File: src/rtl/text_mode_pkg.sv
// Shared text-mode definitions: display geometry, derived cell counts,
// character codes and the console controller state encoding.
package text_mode_pkg;

    // Default glyph and screen geometry in pixels
    localparam int TM_FONT_W   = 10;
    localparam int TM_FONT_H   = 12;
    localparam int TM_SCREEN_W = 640;
    localparam int TM_SCREEN_H = 480;

    // Derived cell geometry for the default build
    localparam int TM_NCW    = TM_SCREEN_W / TM_FONT_W;
    localparam int TM_NCH    = TM_SCREEN_H / TM_FONT_H;
    localparam int TM_NCELLS = TM_NCW * TM_NCH;
    localparam int TM_CI_W   = $clog2(TM_NCELLS);

    // Character codes handled by the console
    localparam logic [7:0] CH_SPACE = 8'h20;
    localparam logic [7:0] CH_LF    = 8'h0A;
    localparam logic [7:0] CH_CR    = 8'h0D;
    localparam logic [7:0] CH_BS    = 8'h08;
    localparam logic [7:0] CH_FF    = 8'h0C;

    typedef enum logic {
        ST_CLEAR = 1'b0,
        ST_IDLE  = 1'b1
    } tm_state_t;

endpackage

File: src/rtl/cell_addr_calc.sv
// Cell index from cursor coordinates: NCW*cy + cx at CI_W bits.
// Purely combinational so any text-mode writer can share it.
module cell_addr_calc #(
    parameter int NCW  = 64,
    parameter int CX_W = 6,
    parameter int CY_W = 6,
    parameter int CI_W = 12
) (
    input  logic [CX_W-1:0] i_cx,
    input  logic [CY_W-1:0] i_cy,
    output logic [CI_W-1:0] o_addr
);

    assign o_addr = CI_W'(NCW) * CI_W'(i_cy) + CI_W'(i_cx);

endmodule

File: src/rtl/text_cursor_ctrl.sv
// Text-mode console controller: consumes a byte stream, tracks the cursor,
// writes the character RAM and sequences full-screen clears.
// Optional macro TEXT_CTRL_AUTOCLEAR_EN: row overflow clears the screen
// instead of wrapping the cursor back to the top row.
module text_cursor_ctrl
    import text_mode_pkg::*;
#(
    parameter int FONT_W   = TM_FONT_W,
    parameter int FONT_H   = TM_FONT_H,
    parameter int SCREEN_W = TM_SCREEN_W,
    parameter int SCREEN_H = TM_SCREEN_H,
    localparam int NCW     = SCREEN_W / FONT_W,
    localparam int NCH     = SCREEN_H / FONT_H,
    localparam int NCELLS  = NCW * NCH,
    localparam int CI_W    = $clog2(NCELLS),
    localparam int CX_W    = $clog2(NCW),
    localparam int CY_W    = $clog2(NCH)
) (
    input  logic            clk,
    input  logic            rst,
    input  logic            in_valid,
    output logic            in_ready,
    input  logic [7:0]      in_char,
    input  logic            clr_req,
    output logic            busy,
    output logic            wr_en,
    output logic [CI_W-1:0] wr_addr,
    output logic [7:0]      wr_data,
    output logic [CX_W-1:0] cursor_x,
    output logic [CY_W-1:0] cursor_y
);

    localparam logic [CI_W-1:0] CNT_LAST = CI_W'(NCELLS - 1);
    localparam logic [CX_W-1:0] CX_LAST  = CX_W'(NCW - 1);
    localparam logic [CY_W-1:0] CY_LAST  = CY_W'(NCH - 1);

    tm_state_t       r_state, w_nxt_state;
    logic [CI_W-1:0] r_cnt, w_nxt_cnt;
    logic [CX_W-1:0] r_cx, w_nxt_cx;
    logic [CY_W-1:0] r_cy, w_nxt_cy;
    logic            r_wr_en, w_nxt_wr_en;
    logic [CI_W-1:0] r_wr_addr, w_nxt_wr_addr;
    logic [7:0]      r_wr_data, w_nxt_wr_data;
    logic            r_busy, w_nxt_busy;

    logic            w_idle;
    logic            w_row_step;
    logic [CX_W-1:0] w_wpos_x;
    logic [CI_W-1:0] w_cell_addr;

    // The state flips to IDLE on the edge that registers the last clear
    // write, so gate on the registered busy to keep that cycle closed.
    assign w_idle   = (r_state == ST_IDLE) && !r_busy;
    assign in_ready = w_idle && !clr_req;

    // Backspace writes at the column it moves back to; everything else
    // writes at the current cursor.
    assign w_wpos_x = (in_char == CH_BS && r_cx != '0) ? r_cx - 1'b1 : r_cx;

    cell_addr_calc #(
        .NCW  (NCW),
        .CX_W (CX_W),
        .CY_W (CY_W),
        .CI_W (CI_W)
    ) u_addr (
        .i_cx   (w_wpos_x),
        .i_cy   (r_cy),
        .o_addr (w_cell_addr)
    );

    // Next-state, cursor and write-port decode
    always_comb begin
        w_nxt_state   = r_state;
        w_nxt_cnt     = r_cnt;
        w_nxt_cx      = r_cx;
        w_nxt_cy      = r_cy;
        w_nxt_wr_en   = 1'b0;
        w_nxt_wr_addr = r_wr_addr;
        w_nxt_wr_data = r_wr_data;
        w_nxt_busy    = 1'b0;
        w_row_step    = 1'b0;

        if (r_state == ST_CLEAR) begin
            w_nxt_wr_en   = 1'b1;
            w_nxt_wr_addr = r_cnt;
            w_nxt_wr_data = CH_SPACE;
            w_nxt_busy    = 1'b1;
            if (r_cnt == CNT_LAST) begin
                w_nxt_cnt   = '0;
                w_nxt_cx    = '0;
                w_nxt_cy    = '0;
                w_nxt_state = ST_IDLE;
            end else begin
                w_nxt_cnt = r_cnt + 1'b1;
            end
        end else if (w_idle) begin
            if (clr_req) begin
                w_nxt_state = ST_CLEAR;
            end else if (in_valid) begin
                case (in_char)
                    CH_LF: begin
                        w_nxt_cx   = '0;
                        w_row_step = 1'b1;
                    end
                    CH_CR: w_nxt_cx = '0;
                    CH_BS: begin
                        if (r_cx != '0) begin
                            w_nxt_cx      = w_wpos_x;
                            w_nxt_wr_en   = 1'b1;
                            w_nxt_wr_addr = w_cell_addr;
                            w_nxt_wr_data = CH_SPACE;
                        end
                    end
                    CH_FF: w_nxt_state = ST_CLEAR;
                    default: begin
                        if (in_char >= 8'h20 && in_char <= 8'h7E) begin
                            w_nxt_wr_en   = 1'b1;
                            w_nxt_wr_addr = w_cell_addr;
                            w_nxt_wr_data = in_char;
                            if (r_cx == CX_LAST) begin
                                w_nxt_cx   = '0;
                                w_row_step = 1'b1;
                            end else begin
                                w_nxt_cx = r_cx + 1'b1;
                            end
                        end
                    end
                endcase

                if (w_row_step) begin
                    if (r_cy == CY_LAST) begin
                        w_nxt_cy = '0;
`ifdef TEXT_CTRL_AUTOCLEAR_EN
                        w_nxt_state = ST_CLEAR;
`endif
                    end else begin
                        w_nxt_cy = r_cy + 1'b1;
                    end
                end
            end
        end
    end

    // FSM state register; reset always lands in CLEAR to blank the screen
    always_ff @(posedge clk) begin
        if (rst) r_state <= ST_CLEAR;
        else     r_state <= w_nxt_state;
    end

    // Datapath and output registers
    always_ff @(posedge clk) begin
        if (rst) begin
            r_cnt     <= '0;
            r_cx      <= '0;
            r_cy      <= '0;
            r_wr_en   <= 1'b0;
            r_wr_addr <= '0;
            r_wr_data <= '0;
            r_busy    <= 1'b0;
        end else begin
            r_cnt     <= w_nxt_cnt;
            r_cx      <= w_nxt_cx;
            r_cy      <= w_nxt_cy;
            r_wr_en   <= w_nxt_wr_en;
            r_wr_addr <= w_nxt_wr_addr;
            r_wr_data <= w_nxt_wr_data;
            r_busy    <= w_nxt_busy;
        end
    end

    assign busy     = r_busy;
    assign wr_en    = r_wr_en;
    assign wr_addr  = r_wr_addr;
    assign wr_data  = r_wr_data;
    assign cursor_x = r_cx;
    assign cursor_y = r_cy;

endmodule

File: config.mk
export PLATFORM = sky130hd
export DESIGN_NAME = text_cursor_ctrl
export DESIGN_NICKNAME = d
export VERILOG_FILES = /design/src/rtl/text_mode_pkg.sv /design/src/rtl/cell_addr_calc.sv /design/src/rtl/text_cursor_ctrl.sv
export SDC_FILE = /design/constraint.sdc
export NUM_CORES = 1
export LEC_CHECK = 0
export ABC_CLOCK_PERIOD_IN_PS = 3040
export CAP_MARGIN = 20
export CORE_MARGIN = 2
export CORE_UTILIZATION = 30
export DETAILED_ROUTE_END_ITERATION = 7
export GPL_ROUTABILITY_DRIVEN = 0
export PLACE_DENSITY = 0.6
export SLEW_MARGIN = 20
export SYNTH_ARGS = -nofsm -noshare
export SYNTH_HDL_FRONTEND = slang
export SYNTH_HIERARCHICAL = 1
export SYNTH_SLANG_ARGS = --single-unit
export TNS_END_PERCENT = 100
File: constraint.sdc
create_clock -name clk -period 3.04 [get_ports clk]
set_input_delay 0.456 -clock clk [delete_from_list [all_inputs] [get_ports clk]]
set_output_delay 0.456 -clock clk [all_outputs]
set_load 0.03 [all_outputs]
==> results of run 1 <==
==> synthesized netlist by cell type (2+ instances only) <==
library cell,n
nor2_1,49
dfxtp_1,47
nand2_1,21
nor2b_1,15
o21ai_0,14
a21oi_1,13
a221oi_1,12
buf_4,12
clkbuf_1,8
mux2i_1,8
nand3_1,8
and3_1,7
inv_1,7
xnor2_1,7
xor2_1,7
nor3_1,6
ha_1,5
nand2b_1,5
nand4_1,5
a22o_1,4
a31oi_1,4
and2_1,3
buf_2,3
a21o_1,2
buf_1,2
nand4b_1,2
o211ai_1,2
o22ai_1,2
o2bb2ai_1,2
o31ai_1,2
or2_1,2
or4_1,2
==> state kept, by name (all words and copies together) (netlist names) <==
| signal | flops |
|---|---|
| busy | 1 |
| cursor_x | 6 |
| cursor_y | 6 |
| r_cnt | 12 |
| r_state | 1 |
| wr_addr | 12 |
| wr_data | 8 |
| wr_en | 1 |
==> report_power, final <==
| part | switching [mW] | leakage, nW | internal, mW |
|---|---|---|---|
| Sequential | 0.00712 | 0.381 | 0.623 |
| Combinational | 0.0435 | 0.672 | 0.0376 |
| Clock | 0.228 | 0.0548 | 0.248 |
==> routing by layer <==
layer	up-vias	GRT usage, %	share of wire, %
met1	1064	21.6	49
li1	1158	-	-
met2	54	23.5	46
met3	8	2.82	3.6
met4	0	6.07	1.8
met5	-	0	0
==> how the worst max path moves through the flow <==
stage                     start          end  cells past startpoint
CTS                 cursor_x[1]  cursor_y[3]                      7
finish              cursor_x[1]  cursor_y[3]                      7
global route        cursor_x[1]  cursor_y[3]                      7
global placement     in_char[5]  cursor_y[3]                      7
floorplan           cursor_x[1]  cursor_y[3]                      7
detailed placement   in_char[5]  cursor_y[3]                      7
==> cell families after synthesis <==
| family | Yosys count | share of synthesized area, % |
|---|---|---|
| simple gates | 135 | 27.2 |
| compound gates | 67 | 18.4 |
| flops | 47 | 37.2 |
| buf+inv | 32 | 6.68 |
| xor+xnor | 14 | 4.85 |
| mux | 8 | 3.17 |
| fa+ha+maj | 5 | 2.47 |
==> critical path, stage by stage, from the launching register on <==
cell and delay, ns:
dfxtp_1 0.52, ha_1 0.31, nand2_1 0.06, or2_1 0.25, or2_1 0.25, a32o_2 0.32
or4b_1 0.51, a21oi_1 0.14
==> final cells by class <==
type	instances	area, µm²	area share [%]
sequential	47	941	29.8
timing repair buffer	54	520	16.5
multi-input combinational	229	1420	45.0
inverter	7	26.3	0.833
clock inverter	3	46.3	1.47
clock buffer	5	68.8	2.18
tap	105	131	4.17
==> run metrics, run 1 <==
status finished clean; DP Area 3040 µm²; Synth area leader dfxtp_1; clk_skew 0.00440 ns; Worst VDD drop 0.175 mV; DRT Wirelength 6660 µm; EDFF count, synth 0; global route overflow 0; Top Ports 47; initial antenna violation count 0; hold_sp wr_data[7]; Avg WL per Cell 14.8 µm; dominant cells by area after synthesis dfxtp_1 37%, nor2_1 7.3%, a221oi_1 4.2%; Non-Filler Instances 450; critical path class flop to flop; Place WS 0.413 ns; Initial Util 30.9%; Core ar. 8180 µm²; n_diodes 0; cells on worst reg2reg path 7; final hold slack 0.477 ns; number of remaining DRC errors 0; peak fanout along the critical path 9; max_cap viols 0; Crit Reg-Reg Startpoint cursor_x[1]; main flop type after synthesis dfxtp_1; hold crit path type flop to flop; Slew Limit Fails 0; fraction of layout cells with a size suffix above 1 6.09%; first-pass GRT wire length 11100 µm; Startpoint Class flop; synthesized area 2530 µm²; Cell Pwr Density 377 nW/µm²; clk buf depth 2; via count 2284; post-route ant nets 0; # fillers 865; DR pass1 iterations 5; crit path DAT 2.69 ns; Max-slew headroom 67.5%; Slew @ Worst Pin 0.487 ns; Final Hold Viols 0; CTS resizes 0; post-layout instance area 3150 µm²; synth unique cells 52; TritonCTS Buffers 5; CTS sink cnt 47; full die area 9180 µm²; hold buffer count at cts 0; r2r setup slk 0.60 ns; post-CTS setup buffers 0; clock slew at reported path FFs 0.09 ns; GR Util All Layers 15.5%; Iter 0 DRT Violations 109; Seq/Total Area, Yosys 37.2%; Worst setup EP type flop; overall power 1.19 mW; Syn. warnings 6; setup TNS 0 ns; largest net degree at the start of global routing 29; Yosys top cell area share 37.2%; f_max 409 MHz; TritonCTS clock tree yes; CTS H-tree depth 2; Leak 1.11 nW; Tmin final 2.44 ns; Cells on Worst Hold Path 1; row count 33; most frequent cells in the layout 49 x nor2_1, 47 x dfxtp_1, 46 x clkdlybuf4s50_1; # nets final 361; syn_nets 325; Layout area overhead 24.7%; syn_area_per_cell 8.21 µm²; Post-DP HPWL 4940 µm; period utilization 80.4%; vias per std cell 5.08; Clock Tree Root clkbuf_8; Die X 95.8 µm; most common cell after layout, fill and taps aside nor2_1; fin util 38.6%; async set-reset flop share out of synthesis 0%; Port Buffers 46; vias in the first global route 2236; Req. time, crit path 3.28 ns; clk_lat worst skew 0.30 ns; worst hold endpoint wr_data[7]; final setup vio count 0; Seq cells post-synth 47; Reg2Reg Capture Point cursor_y[3]; setup slack after layout 0.596 ns; Die H 95.8 µm; Cells after Synth 308; RSZ-0062 raised after global routing false; placed cells 442
No activity file was read; power rests on OpenSTA's default activity.
==> inputs of run 2 (changes only) <==
--- a/config.mk
+++ b/config.mk
@@ -5,13 +5,13 @@
 export SDC_FILE = /design/constraint.sdc
 export NUM_CORES = 1
 export LEC_CHECK = 0
-export ABC_CLOCK_PERIOD_IN_PS = 3040
+export ABC_CLOCK_PERIOD_IN_PS = 2070
 export CAP_MARGIN = 20
 export CORE_MARGIN = 2
 export CORE_UTILIZATION = 30
 export DETAILED_ROUTE_END_ITERATION = 7
 export GPL_ROUTABILITY_DRIVEN = 0
-export PLACE_DENSITY = 0.6
+export PLACE_DENSITY = 0.62
 export SLEW_MARGIN = 20
 export SYNTH_ARGS = -nofsm -noshare
 export SYNTH_HDL_FRONTEND = slang
==> constraint.sdc (replaced) <==
create_clock -name clk -period 2.07 [get_ports clk]
set_input_delay 0.3105 -clock clk [delete_from_list [all_inputs] [get_ports clk]]
set_output_delay 0.3105 -clock clk [all_outputs]
set_load 0.03 [all_outputs]
==> run 2 against run 1 <==
Against the previous run: critical path depth is the same; non-clock buffer count grew 43; fmax grew 20%; core utilization grew 5.2 points; via count grew 9.8%; sequential power grew 46%; sequential share of layout area shrank 3.2 points; clock skew grew 0.00076 ns; design area grew 13%; combinational power grew 72%.
==> run metrics, run 2 (same netlist as run 1, synthesis figures left out) <==
status finished clean; Tmin final 2.04 ns; Layout area overhead 41.4%; Slew @ Worst Pin 0.391 ns; setup TNS 0 ns; Final Hold Viols 0; fraction of layout cells with a size suffix above 1 22.4%; Max-slew headroom 73.8%; CTS sink cnt 47; post-route ant nets 0; Non-Filler Instances 493; global route overflow 0; Clock Tree Root clkbuf_8; # fillers 831; TritonCTS Buffers 5; critical path class flop to flop; full die area 9180 µm²; most common cell after layout, fill and taps aside buf_4; clk_lat worst skew 0.31 ns; period utilization 98.6%; final setup vio count 0; Die H 95.8 µm; Top Ports 47; n_diodes 0; Cells on Worst Hold Path 4; vias in the first global route 2427; Req. time, crit path 2.32 ns; TritonCTS clock tree yes; Place WS -0.408 ns; Initial Util 30.9%; Startpoint Class flop; GR Util All Layers 16.1%; max_cap viols 0; clock slew at reported path FFs 0.09 ns; most frequent cells in the layout 51 x buf_4, 47 x nor2_1, 42 x dfxtp_1; CTS H-tree depth 2; setup slack after layout 0.0292 ns; Leak 1.37 nW; # nets final 404; peak fanout along the critical path 4; number of remaining DRC errors 0; cells on worst reg2reg path 7; DR pass1 iterations 4; first-pass GRT wire length 11400 µm; Iter 0 DRT Violations 68; via count 2507; Port Buffers 46; clk buf depth 2; Worst VDD drop 0.273 mV; placed cells 479; DRT Wirelength 7090 µm; clk_skew 0.00516 ns; initial antenna violation count 0; Core ar. 8180 µm²; row count 33; f_max 490 MHz; crit path DAT 2.29 ns; post-layout instance area 3580 µm²; Worst setup EP type flop; DP Area 3360 µm²; final hold slack 0.494 ns; Avg WL per Cell 14.4 µm; r2r setup slk 0.03 ns; Cell Pwr Density 491 nW/µm²; Slew Limit Fails 0; Die X 95.8 µm; RSZ-0062 raised after global routing true; largest net degree at the start of global routing 29; vias per std cell 5.09; hold crit path type input pin to flop; Post-DP HPWL 5330 µm
==> run 2: cell types whose count changed in the layout (fill, tap and decap cells not counted), moves of 4 or more <==
cell,change
buf_4,+43
a221oi_1,-4
a221oi_2,+4
dfxtp_1,-5
clkdlybuf4s50_1,-6
dlygate4sd2_1,+4
==> run 2: repair_timing <==
action / CTS / global route
gates cloned: 0 / 0
setup buffers: 1 / 5
pin swaps: 4 / 7
resized for setup: 8 / 13
hold buffers: 0 / 0
endpoints found under the setup margin: 13 / 17
==> run 2: metal layers <==
layer	GRT usage, %	wire (µm)	up-vias
met5	0	0	-
met4	6.55	165	0
met3	4.62	279	15
met2	25.1	3260	63
met1	20.8	3380	1186
li1	-	-	1243
==> run 2: final cells by class <==
| cell class | instances | area, µm² | share of cell area, % |
|---|---|---|---|
| multi-input combinational | 229 | 1510 | 42.1 |
| sequential | 47 | 952 | 26.6 |
| timing repair buffer | 97 | 851 | 23.8 |
| tap | 105 | 131 | 3.67 |
| clock buffer | 5 | 68.8 | 1.92 |
| clock inverter | 3 | 43.8 | 1.22 |
| inverter | 7 | 26.3 | 0.734 |
==> run 2: final timing paths <==
kind,from,end
setup / recovery,cursor_x[1],cursor_y[3]
hold / removal,in_char[2],wr_data[2]
setup reg to reg,cursor_x[1],cursor_y[3]
hold reg to reg,wr_data[7],wr_data[7]
==> run 2: critical path, stage by stage (launching register included) <==
cell and delay [ns]:
dfxtp_4 0.38, ha_4 0.13, nand2_2 0.04, or2_4 0.25, or2_1 0.22, a32o_2 0.30, or4b_4 0.49, a21oi_2 0.15
==> run 2: through the flow <==
step                total power [mW]  util (%)
floorplan                       1.00         -
global placement                1.08      41.0
global route                    1.82      43.8
CTS                             1.77      42.7
finish                          1.76      43.8
detailed placement              1.08      41.0
==> run 2: power by group <==
group          total [mW]  internal, mW  switching [mW]  leakage, nW
clock               0.694         0.360           0.334       0.0581
sequential          0.922         0.912         0.00967        0.384
combinational       0.140        0.0686          0.0711        0.924
total                1.76          1.34           0.414         1.37
